==> src/rtl/uart_tx_ctrl_if.sv <==
// Byte-level valid/ready handshake between host logic and the UART transmitter.
// The host drives data/valid; the transmitter answers with ready.
interface uart_tx_ctrl_if #(
  parameter int DATA_BITS = 8
);
  logic [DATA_BITS-1:0] tx_data;
  logic                 tx_valid;
  logic                 tx_ready;

  modport master (
    output tx_data,
    output tx_valid,
    input  tx_ready
  );

  modport slave (
    input  tx_data,
    input  tx_valid,
    output tx_ready
  );
endinterface

==> src/rtl/uart_tx_ctrl.sv <==
// UART transmit sequencer: accepts one byte per handshake and serializes it as
// start bit, LSB-first data, optional parity and stop bits onto a registered txd.
module uart_tx_ctrl #(
  parameter int CLK_DIV    = 16,
  parameter int DATA_BITS  = 8,
  parameter int PARITY_EN  = 0,
  parameter int PARITY_ODD = 0,
  parameter int STOP_BITS  = 1
) (
  input  logic          clk,
  input  logic          rst,
  input  logic          tx_en_i,
  uart_tx_ctrl_if.slave host,
  output logic          txd_o,
  output logic          busy_o,
  output logic          frame_done_o
);

  localparam int CNT_W = (CLK_DIV > 2) ? $clog2(CLK_DIV) : 1;
  localparam int BIT_W = 3;
  localparam logic [CNT_W-1:0] BAUD_LAST = CNT_W'(CLK_DIV - 1);
  localparam logic [BIT_W-1:0] DATA_LAST = BIT_W'(DATA_BITS - 1);
  localparam logic [BIT_W-1:0] STOP_LAST = BIT_W'(STOP_BITS - 1);

  typedef enum logic [2:0] {IDLE, START, DATA, PARITY, STOP} state_t;

  state_t               state_q, state_d;
  logic [CNT_W-1:0]     baud_q, baud_d;
  logic [BIT_W-1:0]     bit_q, bit_d;
  logic [DATA_BITS-1:0] shift_q, shift_d;
  logic                 par_q, par_d;
  logic                 txd_q, txd_d;
  logic                 bit_end;

  assign bit_end = (baud_q == BAUD_LAST);

  always_comb begin
    state_d = state_q;
    baud_d  = baud_q;
    bit_d   = bit_q;
    shift_d = shift_q;
    par_d   = par_q;
    txd_d   = 1'b1;

    // With tx_en_i low every register keeps its value, so a paused bit resumes
    // from the held baud count.
    if (tx_en_i) begin
      if (state_q == IDLE) begin
        if (host.tx_valid) begin
          shift_d = host.tx_data;
          par_d   = (^host.tx_data) ^ (PARITY_ODD != 0);
          baud_d  = '0;
          bit_d   = '0;
          state_d = START;
        end
      end else if (!bit_end) begin
        baud_d = baud_q + 1'b1;
      end else begin
        baud_d = '0;
        case (state_q)
          START:  state_d = DATA;
          DATA: begin
            shift_d = shift_q >> 1;
            if (bit_q == DATA_LAST) begin
              bit_d   = '0;
              state_d = (PARITY_EN != 0) ? PARITY : STOP;
            end else begin
              bit_d = bit_q + 1'b1;
            end
          end
          PARITY: state_d = STOP;
          STOP: begin
            if (bit_q == STOP_LAST) begin
              bit_d   = '0;
              state_d = IDLE;
            end else begin
              bit_d = bit_q + 1'b1;
            end
          end
          default: state_d = IDLE;
        endcase
      end
    end

    // txd is registered from the next state so the line changes on the same
    // edge as the FSM.
    case (state_d)
      START:   txd_d = 1'b0;
      DATA:    txd_d = shift_d[0];
      PARITY:  txd_d = par_d;
      default: txd_d = 1'b1;
    endcase
  end

  always_ff @(posedge clk or negedge rst) begin
    if (!rst) begin
      state_q <= IDLE;
      baud_q  <= '0;
      bit_q   <= '0;
      shift_q <= '0;
      par_q   <= 1'b0;
      txd_q   <= 1'b1;
    end else begin
      state_q <= state_d;
      baud_q  <= baud_d;
      bit_q   <= bit_d;
      shift_q <= shift_d;
      par_q   <= par_d;
      txd_q   <= txd_d;
    end
  end

  assign txd_o         = txd_q;
  assign busy_o        = (state_q != IDLE);
  assign host.tx_ready = !rst || ((state_q == IDLE) && tx_en_i);
  assign frame_done_o  = tx_en_i && (state_q == STOP) && bit_end && (bit_q == STOP_LAST);

endmodule

==> src/flat_wrapper.sv <==
// flat-port wrapper written by rule: the top's interface ports become plain ports
module uart_tx_ctrl_flat 
#(
  parameter int CLK_DIV    = 16,
  parameter int DATA_BITS  = 8,
  parameter int PARITY_EN  = 0,
  parameter int PARITY_ODD = 0,
  parameter int STOP_BITS  = 1
)
  (clk, rst, tx_en_i, txd_o, busy_o, frame_done_o, host_tx_data, host_tx_valid, host_tx_ready);
  uart_tx_ctrl_if #(.DATA_BITS(DATA_BITS)) host_i ();
  input  logic clk;
  input  logic rst;
  input  logic tx_en_i;
  output logic txd_o;
  output logic busy_o;
  output logic frame_done_o;
  input wire logic [$bits(host_i.tx_data)-1:0] host_tx_data;
  input wire logic [$bits(host_i.tx_valid)-1:0] host_tx_valid;
  output wire logic [$bits(host_i.tx_ready)-1:0] host_tx_ready;
  assign host_i.tx_data = host_tx_data;
  assign host_i.tx_valid = host_tx_valid;
  assign host_tx_ready = host_i.tx_ready;
  uart_tx_ctrl #(.CLK_DIV(CLK_DIV), .DATA_BITS(DATA_BITS), .PARITY_EN(PARITY_EN), .PARITY_ODD(PARITY_ODD), .STOP_BITS(STOP_BITS)) u_core (.clk(clk), .rst(rst), .tx_en_i(tx_en_i), .host(host_i), .txd_o(txd_o), .busy_o(busy_o), .frame_done_o(frame_done_o));
endmodule
==> config.mk <==
export PLATFORM = sky130hd
export DESIGN_NAME = uart_tx_ctrl_flat
export DESIGN_NICKNAME = d
export VERILOG_FILES = /design/src/rtl/uart_tx_ctrl_if.sv /design/src/rtl/uart_tx_ctrl.sv /design/src/flat_wrapper.sv
export SDC_FILE = /design/constraint.sdc
export NUM_CORES = 1
export LEC_CHECK = 0
export ABC_CLOCK_PERIOD_IN_PS = 2600
export CAP_MARGIN = 10
export CORE_ASPECT_RATIO = 1.5
export CORE_UTILIZATION = 42
export DETAILED_ROUTE_END_ITERATION = 10
export GPL_ROUTABILITY_DRIVEN = 0
export SYNTH_ARGS = -nofsm -noshare
export SYNTH_HDL_FRONTEND = slang
export SYNTH_SLANG_ARGS = --single-unit
==> constraint.sdc <==
create_clock -name clk -period 2.6 [get_ports clk]
set_input_delay 0.52 -clock clk [delete_from_list [all_inputs] [get_ports clk]]
set_output_delay 0.52 -clock clk [all_outputs]
set_load 0.01 [all_outputs]
# Word-level counts from Yosys, hierarchy flattened
# Cells that the tools add are included.
# word_totals
wordCells	60
in_bits	12
register_bits	20
out_inout_bits	4
# op_classes
reduce_logical	16
n_addsub	2
eq_ne	10
n_mux	25
# ops
op	n
3-bit 2-to-1 mux	11
8-bit 2-to-1 mux	4
3-bit by 2-bit == test with 1-bit output (second input constant)	4
4-bit 2-to-1 mux	3
3-bit one-hot mux with 4 select lines	1
4-bit AND reduction	2
8-bit XOR reduction	1
3-bit by 1-bit == test with 1-bit output (second input constant)	2
3-bit == test (second input constant)	2
3-bit logical NOT	2
3-bit one-hot mux with 2 select lines	1
3-bit nonzero test	2
4-bit by 1-bit adder with 4-bit output (second input constant)	1
4-bit == test (second input constant)	1
1-bit logical AND	4
1-bit 2-to-1 mux	4
2-bit nonzero test	2
3-bit by 1-bit adder with 3-bit output (second input constant)	1
1-bit one-hot mux with 3 select lines	1
2-bit != test (second input constant)	1
2-bit AND reduction	1
1-bit logical NOT	1
1-bit logical OR	1

# Depth between registers and ports, before layout
# Gate-level depths: netlist of run 1.
# logic_depth
depth_word	8
depth_mapped	7
mapped_depth_nobuf	7

# Worst setup path before layout of run 1
# Ideal clock, no wire load.
# synth_timing
path_kind	register to register
from	reg u_core.baud_q[0]
to	reg u_core.txd_q (netlist: u_core.txd_o)
required_ns	2.517
n_path_buf	0
arrival_ns	1.885
slack_ns	0.631
stages_incl_launch_ff	7
period_less_slack_ns	1.969
setup_ns	0.083
cell_sequence	dfrtp_1 > ha_1 > nand4_1 > or3_1 > o211a_1 > or4b_1 > o311a_1
# synth_via
elab_cells_between_ends	11
cone_classes	4 x eq/ne; 7 x mux
# synth_rtl
item	line	rtl
start: declaration	uart_tx_ctrl.sv:28	logic [CNT_W-1:0] baud_q, baud_d;
start signal: assignment	uart_tx_ctrl.sv:105	baud_q <= baud_d;
4-bit == test	uart_tx_ctrl.sv:35	assign bit_end = (baud_q == BAUD_LAST);
8-bit 2-to-1 mux	uart_tx_ctrl.sv:56	end else if (!bit_end) begin
8-bit 2-to-1 mux	uart_tx_ctrl.sv:48	if (state_q == IDLE) begin
1-bit 2-to-1 mux	uart_tx_ctrl.sv:47	if (tx_en_i) begin
named net u_core.shift_d[0]	uart_tx_ctrl.sv:30	logic [DATA_BITS-1:0] shift_q, shift_d;
1-bit one-hot mux with 3 select lines	uart_tx_ctrl.sv:87	case (state_d)
named net u_core.txd_d	uart_tx_ctrl.sv:32	logic txd_q, txd_d;
end signal: assignment	uart_tx_ctrl.sv:109	txd_q <= txd_d;
end: declaration	uart_tx_ctrl.sv:32	
# The timed path passes the listed nets, and every way through them passes these cells. The select of a mux whose other input is x is not followed.
# A chain may end at the register's enable or synchronous reset.

# Worst setup path after layout of run 1
# layout_timing
from	reg u_core.state_q[2]
to	out host_tx_ready
# layout_via
elab_chain_len	3
# layout_lines
item	line	rtl
start: declaration	uart_tx_ctrl.sv:27	state_t state_q, state_d;
start signal: assignment	uart_tx_ctrl.sv:104	state_q <= state_d;
3-bit logical NOT	uart_tx_ctrl.sv:115	assign host.tx_ready = !rst || ((state_q == IDLE) && tx_en_i);
1-bit logical AND	uart_tx_ctrl.sv:115	
1-bit logical OR	uart_tx_ctrl.sv:115	
end: declaration	flat_wrapper.sv:20	output wire logic [$bits(host_i.tx_ready)-1:0] host_tx_ready;
# Every way passes these cells.

==> results.md, run 1 <==
- Largest family of logic cells by synthesized area: compound AO/OA/AOI/OAI gates
- Adder-Cell Fraction of Synth Area: 4.33%
- Grt ovf: 0
- Vias in the first global route: 1,008
- Fmax: 407 MHz
- Fillers: 242
- Post-Syn Area: 1150 sq um
- Setup CP Type: reg2out
- # diodes: 0
- Sequential power share: 45.1%
- TritonCTS Sinks: 20
- Met1 wire length: 1.03 mm
- Net Switching: 0.555 mW
- # placed instances: 171
- Critical path's largest stage delay: 550 ps
- CP top delay family: buffers and inverters
- Seq cells post-synth: 20
- Clock share of power: 11.1%
- Largest net degree at the start of global routing: 21
- IO Port Bufs: 15
- Routed len/inst: 13.9 microns
- Seq/Total Area, Yosys: 43.4%
- Row count: 22
- Worst min-delay path class: reg2reg
- Root Buffer: clkbuf_4
- Warnings, synthesis: 0
- EDFF count, synth: 0
- Count leader, synth: dfrtp_1
- Setup ws final: 144 ps
- Iter 0 DRT Violations: 22
- Layout Cells excl Fill: 175
- Pre-CTS worst setup slack: 4.91 ps
- Post-Synth XOR/XNOR Area: 5.31%
- Die width: 44.8 microns
- Mux contribution to synthesized area: 2.82%
- Die outline area: 2970 sq um
- H-tree levels: 1
- Starting density of the core: 45.6%
- Vias per cell: 5.53
- CP Max Fanout: 11
- Core ar.: 2530 sq um
- Number of I/O pins: 16
- Layout Utilization: 55.0%
- Total global-route track usage: 19.1%
- Area contributors post-synth: dfrtp_1 (41%), a21oi_1 (5.6%), xnor2_1 (5.3%)
- Max cap viols: 0
- Slew headroom: 68.9%
- Final Max Tran Viols: 0
- First-pass GRT wire length: 4.22 mm
- Clk_skew: 1.19 ps
- TritonCTS buffer count: 3
- Worst-Skew Late Latency: 300 ps
- Comb pwr share: 43.8%
- Initial antenna violation count: 0
- Final #Nets: 156
- Syn_nets: 137
- Synth Area in Compound Gates: 21.2%
- Cells after synthesis: 121
- Slowest stage cell on the critical path: clkdlybuf4s50_1
- Unrepaired setup endpoints after global routing: no
- CP Launch Type: flip-flop
- Setup crit end kind: output pin
- Internal power: 0.839 mW
- Synth area leader: dfrtp_1
- Crit path required time: 2080 ps
- DR pass1 iterations: 4
- Sw frac: 39.8%
- Final Cell Area: 1390 sq um
- Power per cell area: 1000 nW/um^2
- TritonCTS clock tree: yes
- Final Cycle Share: 94.5%
- WL met2: 1.31 mm
- Placed Area: 1360 sq um
- Synth cell types: 34
- Mean Syn Cell Area: 9.54 sq um
- DIE HEIGHT: 66.2 microns
- # DRC: 0
- Final hold vios: 0
- Cells along the critical path: or3_1, o21ai_0, clkdlybuf4s50_1
- Top layer in use: met4
- Crit path buf inv count: 1
- Status: finished, final reports clean
- DR vias: 967
- Synth top area share: 41.2%
- Final setup viols: 0
- Fraction of registers with async set/reset: 100%
- Critical Path AT: 1940 ps
- Layout cells sized above 1: 11.5%
- P_leak: 0.566 nW
- Clock Pin Slew Worst Setup and Hold Paths: 110 ps
- Area Growth Syn to Fin: 20.6%
- Post-CTS Hold Buffers: 0
- Post-layout min period: 2460 ps
- Met3 wire length: 65 microns
- Antenna Nets Post-Route: 0
- Final HPWL DP: 1.76 mm
- Setup tns final: 0 ps
- Synth Area in Simple Gates: 17.4%
- Least-Margin Pin Slew: 462 ps
- CTS max path bufs: 2
- Synth Flop Type: dfrtp_1
- Peak VDD IR: 0.507 mV
- Post-synth top cells: dfrtp_1 (19), a21oi_1 (13), o21ai_0 (10)
- Final wirelength: 2.43 mm
## worst reg2reg max path, stage by stage, from the launching register on
cell and delay [ps]:
dfrtp_1 430, ha_2 250, nand4_1 200, buf_4 210, or3_1 340, o211a_1 130
or4b_1 470, o311a_1 140
## power groups by stage
stage                     clock [mW]  combinational (mW)  sequential [mW]
final                          0.155               0.611            0.629
after global routing           0.173               0.698            0.655
after CTS                      0.165               0.617            0.626
after detailed placement           0               0.608            0.633
after global placement             0               0.583            0.623
after floorplan                    0               0.506            0.556
## per-layer routing
metal	vias up	global-route usage, %
met3	4	2.19
met1	469	21.4
li1	479	-
met4	0	6.82
met5	-	0
met2	15	35.7
## cells by family after synthesis
kind of cell / after synthesis
adder cells (fa/ha/maj): 4
XOR/XNOR: 7
buffers and inverters: 14
AO/OA/AOI/OAI: 38
flip-flops: 20
AND/OR/NAND/NOR: 35
multiplexers: 3
## timing repair
| action | CTS | global route |
|---|---|---|
| gates resized for setup | 3 | 0 |
| buffers inserted | 0 | 0 |
| setup endpoints to repair | 1 | 0 |
## final cells by class
type	count	area [sq um]	area share, %
flip-flops and latches	20	502	36.0
multi-input cells	87	599	43.0
well taps	36	45.0	3.23
clock buffers	4	26.3	1.89
repair buffers	21	194	13.9
inverters	7	26.3	1.89
## cells in the final DEF (no fill, tap or decap), types with 2 or more instances in the layout
master,instances
buf_4,6
o21ai_0,10
nand4_1,3
inv_1,7
nand2_1,2
a22oi_1,7
ha_1,3
clkbuf_4,3
xnor2_1,7
nor4b_1,3
nor2_1,9
nand2b_1,2
dfrtp_1,19
nand3_1,4
or3_1,5
a21oi_1,13
mux2_2,2
a22o_1,2
clkdlybuf4s50_1,14
## final timing paths
kind                              startpoint  slack, ps                end  cells past startpoint
max                        u_core.state_q[2]        140      host_tx_ready                      3
min                        u_core.shift_q[3]        540  u_core.shift_q[3]                      2
max reg2reg                 u_core.baud_q[0]        380       u_core.txd_o                      7
min reg2reg                u_core.shift_q[3]        540  u_core.shift_q[3]                      2
max in group asynchronous                rst       1710       u_core.txd_o                      2
min in group asynchronous                rst        620   u_core.baud_q[3]                      2
## through the flow
| stage | power [mW] | hold slack (ps) |
|---|---|---|
| after global routing | 1.53 | 559 |
| after CTS | 1.41 | 545 |
| after detailed placement | 1.24 | 518 |
| after global placement | 1.21 | 500 |
| after floorplan | 1.06 | 224 |
| final | 1.39 | 542 |
## flip-flops by register name (all words and copies together) (netlist names)
name / flops
u_core.baud_q: 4
u_core.state_q: 3
u_core.shift_q: 8
u_core.bit_q: 3
u_core.par_q: 1
u_core.txd_o: 1
No activity file was read; power rests on OpenSTA's default activity.
==> run 2: changes to the inputs <==
--- a/config.mk
+++ b/config.mk
@@ -11,6 +11,7 @@
 export CORE_UTILIZATION = 42
 export DETAILED_ROUTE_END_ITERATION = 10
 export GPL_ROUTABILITY_DRIVEN = 0
+export MAX_ROUTING_LAYER = met4
 export SYNTH_ARGS = -nofsm -noshare
 export SYNTH_HDL_FRONTEND = slang
 export SYNTH_SLANG_ARGS = --single-unit
==> results.md, run 2 (synthesized netlist as in run 1, its figures left out) <==
- Routed len/inst: 13.8 microns
- Setup tns final: 0 ps
- Flip-flop count of the largest register after layout: 8
- Commonest non-fill, non-tap cell in the layout: dfrtp_1
- Most frequent cells in the layout: dfrtp_1 (19), clkdlybuf4s50_1 (14), a21oi_1 (13), o21ai_0 (10), nor2_1 (9)
- Reg2reg start: u_core.baud_q[0]
- Flop2flop setup slack: 390 ps
- CP Launch Type: flip-flop
- Critical Path AT: 1940 ps
- Setup crit end kind: output pin
- Final hold vios: 0
- Antenna Nets Post-Route: 0
- Register area: 502 sq um
- # DRC: 0
- IO Port Bufs: 15
- Final Cycle Share: 94.5%
- Layout cells sized above 1: 11.5%
- Max cap viols: 0
- Fillers: 242
- Unrepaired setup endpoints after global routing: no
- Root Buffer: clkbuf_4
- Biggest register: u_core.shift_q
- GRT met1 Usage: 22.1%
- Number of I/O pins: 16
- H-tree levels: 1
- TritonCTS clock tree: yes
- Fmax: 407 MHz
- DR pass1 iterations: 4
- Final #Nets: 156
- Vias per cell: 5.55
- Post_cts resized: 3
- Final Max Tran Viols: 0
- Area Growth Syn to Fin: 20.6%
- Core ar.: 2530 sq um
- Pre-CTS worst setup slack: 4.91 ps
- Slew headroom: 67.9%
- First-pass GRT wire length: 4.24 mm
- Met3 usage: 1.64%
- Post-layout min period: 2460 ps
- TritonCTS Sinks: 20
- CP startpoint: u_core.state_q[2]
- Worst Setup EP: host_tx_ready
- Setup ws final: 144 ps
- # diodes: 0
- Crit path required time: 2080 ps
- Post-CTS setup buffers: 0
- Peak VDD IR: 0.507 mV
- Die outline area: 2970 sq um
- Final wirelength: 2.41 mm
- Grt ovf: 0
- Layout Utilization: 55.0%
- Starting density of the core: 45.6%
- Clock Pin Slew Worst Setup and Hold Paths: 110 ps
- DIE HEIGHT: 66.2 microns
- Busiest grt layer: met2
- Vias in the first global route: 1,006
- Multi-input gate area: 599 sq um
- CTS max path bufs: 2
- Total global-route track usage: 19.7%
- Iter 0 DRT Violations: 19
- Worst r2r dst: u_core.txd_o
- Status: finished, final reports clean
- Clk_skew: 1.11 ps
- TritonCTS buffer count: 3
- Setup CP Type: reg2out
- Die width: 44.8 microns
- M2 GR Usage: 35.5%
- Hold slack: 542 ps
- P_leak: 0.566 nW
- Post-CTS Hold Buffers: 0
- Final setup viols: 0
- Worst min-delay path class: reg2reg
- Row count: 22
- DR vias: 971
- Final HPWL DP: 1.76 mm
- Initial antenna violation count: 0
- Least-Margin Pin Slew: 476 ps
- Power per cell area: 1000 nW/um^2
- Reg2reg path depth: 7
- CP Max Fanout: 11
- Top flop regs: u_core.shift_q (8), u_core.baud_q (4)
- Worst-Skew Late Latency: 300 ps
- Total power: 1.39 mW
- Largest net degree at the start of global routing: 21
run 2: cell counts in the layout (fill, tap and decap cells not counted):
No cell type changed its count.
run 2: final cells by class:
cell class                 count  share of cell area (%)
multi-input combinational     87                    43.0
sequential                    20                    36.0
timing repair buffer          21                    13.9
tap                           36                    3.23
clock buffer                   4                    1.89
inverter                       7                    1.89
run 2: where the power goes:
group          switching, mW  internal [mW]
logic                  0.299          0.312
registers              0.160          0.467
clock network         0.0959         0.0598
run 2: through the flow:
stage                     area [sq um]  cells
final                             1390    175
after global routing              1390    175
after CTS                         1390    175
after detailed placement          1360    171
after global placement            1360    171
after floorplan                   1150    121
run 2: worst max-delay path, stage by stage (launching register included):
cell and delay [ps]:
dfrtp_1 520, or3_1 420, o21ai_0 140, clkdlybuf4s50_1 550
run 2: how the worst min path moves through the flow:
| stage | from | endpoint | slack (ps) | cells past startpoint |
|---|---|---|---|---|
| after global placement | u_core.shift_q[0] | u_core.shift_q[0] | 500 | 1 |
| after global routing | u_core.shift_q[0] | u_core.shift_q[0] | 560 | 1 |
| after floorplan | rst | u_core.baud_q[0] | 220 | 0 |
| after CTS | u_core.shift_q[2] | u_core.shift_q[2] | 540 | 2 |
| after detailed placement | u_core.shift_q[0] | u_core.shift_q[0] | 520 | 1 |
| final | u_core.shift_q[3] | u_core.shift_q[3] | 540 | 2 |
run 2: routing by layer:
layer  part of all wire (%)  vias to the layer above  wire length, microns
met2                     54                       16                  1290
met4                    1.3                        0                    31
met3                    2.5                        4                    60
li1                       -                      478                     -
met5                      0                        -                     0
met1                     42                      473                  1020
==> run 3: changes to the inputs <==
--- a/config.mk
+++ b/config.mk
@@ -9,6 +9,7 @@
 export CAP_MARGIN = 10
 export CORE_ASPECT_RATIO = 1.5
 export CORE_UTILIZATION = 42
+export CTS_BUF_LIST = sky130_fd_sc_hd__clkbuf_4
 export DETAILED_ROUTE_END_ITERATION = 10
 export GPL_ROUTABILITY_DRIVEN = 0
 export MAX_ROUTING_LAYER = met4
==> results.md, run 3 (synthesized netlist as in run 1, its figures left out) <==
- Commonest non-fill, non-tap cell in the layout: dfrtp_1
- Fmax: 407 MHz
- Post-CTS Hold Buffers: 0
- IO Port Bufs: 15
- Peak VDD IR: 0.508 mV
- First-pass GRT wire length: 4.24 mm
- Antenna Nets Post-Route: 0
- Row count: 22
- Total global-route track usage: 19.7%
- Final Max Tran Viols: 0
- Crit path buf inv count: 1
- Starting density of the core: 45.6%
- Vias in the first global route: 1,006
- Biggest register: u_core.shift_q
- Most frequent cells in the layout: dfrtp_1 (19), clkdlybuf4s50_1 (14), a21oi_1 (13), o21ai_0 (10), nor2_1 (9)
- Vias per cell: 5.54
- Final setup viols: 0
- Die outline area: 2970 sq um
- Number of I/O pins: 16
- Worst Hold Path Cells: 2
- Layout Cells excl Fill: 175
- Worst min-delay path class: reg2reg
- Clk_skew: 0.989 ps
- Iter 0 DRT Violations: 18
- Post-layout min period: 2450 ps
- # placed instances: 171
- Largest net degree at the start of global routing: 21
- Crit path required time: 2080 ps
- Core ar.: 2530 sq um
- Slowest stage cell on the critical path: clkdlybuf4s50_1
- Layout cells sized above 1: 12.2%
- CP Launch Type: flip-flop
- DR pass1 iterations: 4
- Final #Nets: 156
- Routed len/inst: 13.8 microns
- Least-Margin Pin Slew: 476 ps
- Placed Area: 1360 sq um
- TritonCTS buffer count: 3
- Unrepaired setup endpoints after global routing: no
- Final Cycle Share: 94.4%
- CTS max path bufs: 2
- DIE HEIGHT: 66.2 microns
- H-tree levels: 1
- DR vias: 970
- Final hold vios: 0
- Die width: 44.8 microns
- TritonCTS Sinks: 20
- Clock Pin Slew Worst Setup and Hold Paths: 110 ps
- # diodes: 0
- Initial antenna violation count: 0
- Pre-CTS worst setup slack: 4.91 ps
- Top flop regs: u_core.shift_q (8), u_core.baud_q (4)
- Fillers: 243
- Flip-flop count of the largest register after layout: 8
- Grt ovf: 0
- Worst-Skew Late Latency: 300 ps
- Max cap viols: 0
- Setup ws final: 145 ps
- Cells along the critical path: or3_1, o21ai_0, clkdlybuf4s50_1
- P_leak: 0.569 nW
- Reg2reg path depth: 7
- Setup crit end kind: output pin
- Root Buffer: clkbuf_4
- Final wirelength: 2.41 mm
- Status: finished, final reports clean
- Critical Path AT: 1930 ps
- Critical path's largest stage delay: 550 ps
- Slew headroom: 68.0%
- CP top delay family: buffers and inverters
- Area Growth Syn to Fin: 20.9%
- CP Max Fanout: 11
- Setup CP Type: reg2out
- TritonCTS clock tree: yes
- Layout Utilization: 55.1%
- Final Cell Area: 1400 sq um
- Setup tns final: 0 ps
- Power per cell area: 1010 nW/um^2
- # DRC: 0
- Final HPWL DP: 1.76 mm
- CP Depth: 3
==> run 3: cell count changes in the layout (fill, tap and decap cells not counted) <==
cell      delta
clkbuf_1     -1
clkbuf_4     +1
==> run 3: worst paths after layout <==
kind | end | startpoint | slack (ps)
max in group asynchronous | u_core.txd_o | rst | 1710
max reg2reg | u_core.txd_o | u_core.baud_q[0] | 380
min in group asynchronous | u_core.baud_q[3] | rst | 620
max | host_tx_ready | u_core.state_q[2] | 150
min | u_core.shift_q[3] | u_core.shift_q[3] | 540
min reg2reg | u_core.shift_q[3] | u_core.shift_q[3] | 540
==> run 3: power by group <==
group	leakage, nW	internal, mW	total, mW	switching [mW]
clock	0.0184	0.0702	0.166	0.0960
sequential	0.235	0.467	0.628	0.160
combinational	0.316	0.312	0.611	0.299
total	0.569	0.850	1.40	0.555
==> run 3: layout make-up <==
class	count	area (sq um)	area share, %
multi-input combinational	87	599	42.9
sequential	20	502	35.9
timing repair buffer	21	194	13.9
tap	36	45.0	3.23
clock buffer	4	30.0	2.15
inverter	7	26.3	1.88
==> run 3: per-stage QoR <==
stage | hold slack (ps) | total power [mW]
after floorplan | 224 | 1.06
final | 541 | 1.40
after global placement | 500 | 1.21
after global routing | 559 | 1.54
after detailed placement | 518 | 1.24
after CTS | 545 | 1.42
==> run 3: worst register-to-register path, stage by stage (launching register included) <==
cell and delay, ps:
dfrtp_1 430, ha_2 250, nand4_1 200, buf_4 210, or3_1 330, o211a_1 130, or4b_1 470, o311a_1 140
==> run 3: per-layer routing <==
metal / wire length [microns] / vias up / global-route usage, %
met2: 1290 / 18 / 35.7
met5: 0 / - / -
met1: 1020 / 469 / 21.9
met3: 59 / 4 / 1.64
met4: 31 / 0 / 6.82
li1: - / 479 / -
==> run 3: timing repair <==
action | CTS | global route
endpoints found under the hold margin | 0 | 0
setup buffers | 0 | 0
endpoints found under the setup margin | 1 | 0
gates resized for setup | 3 | 0
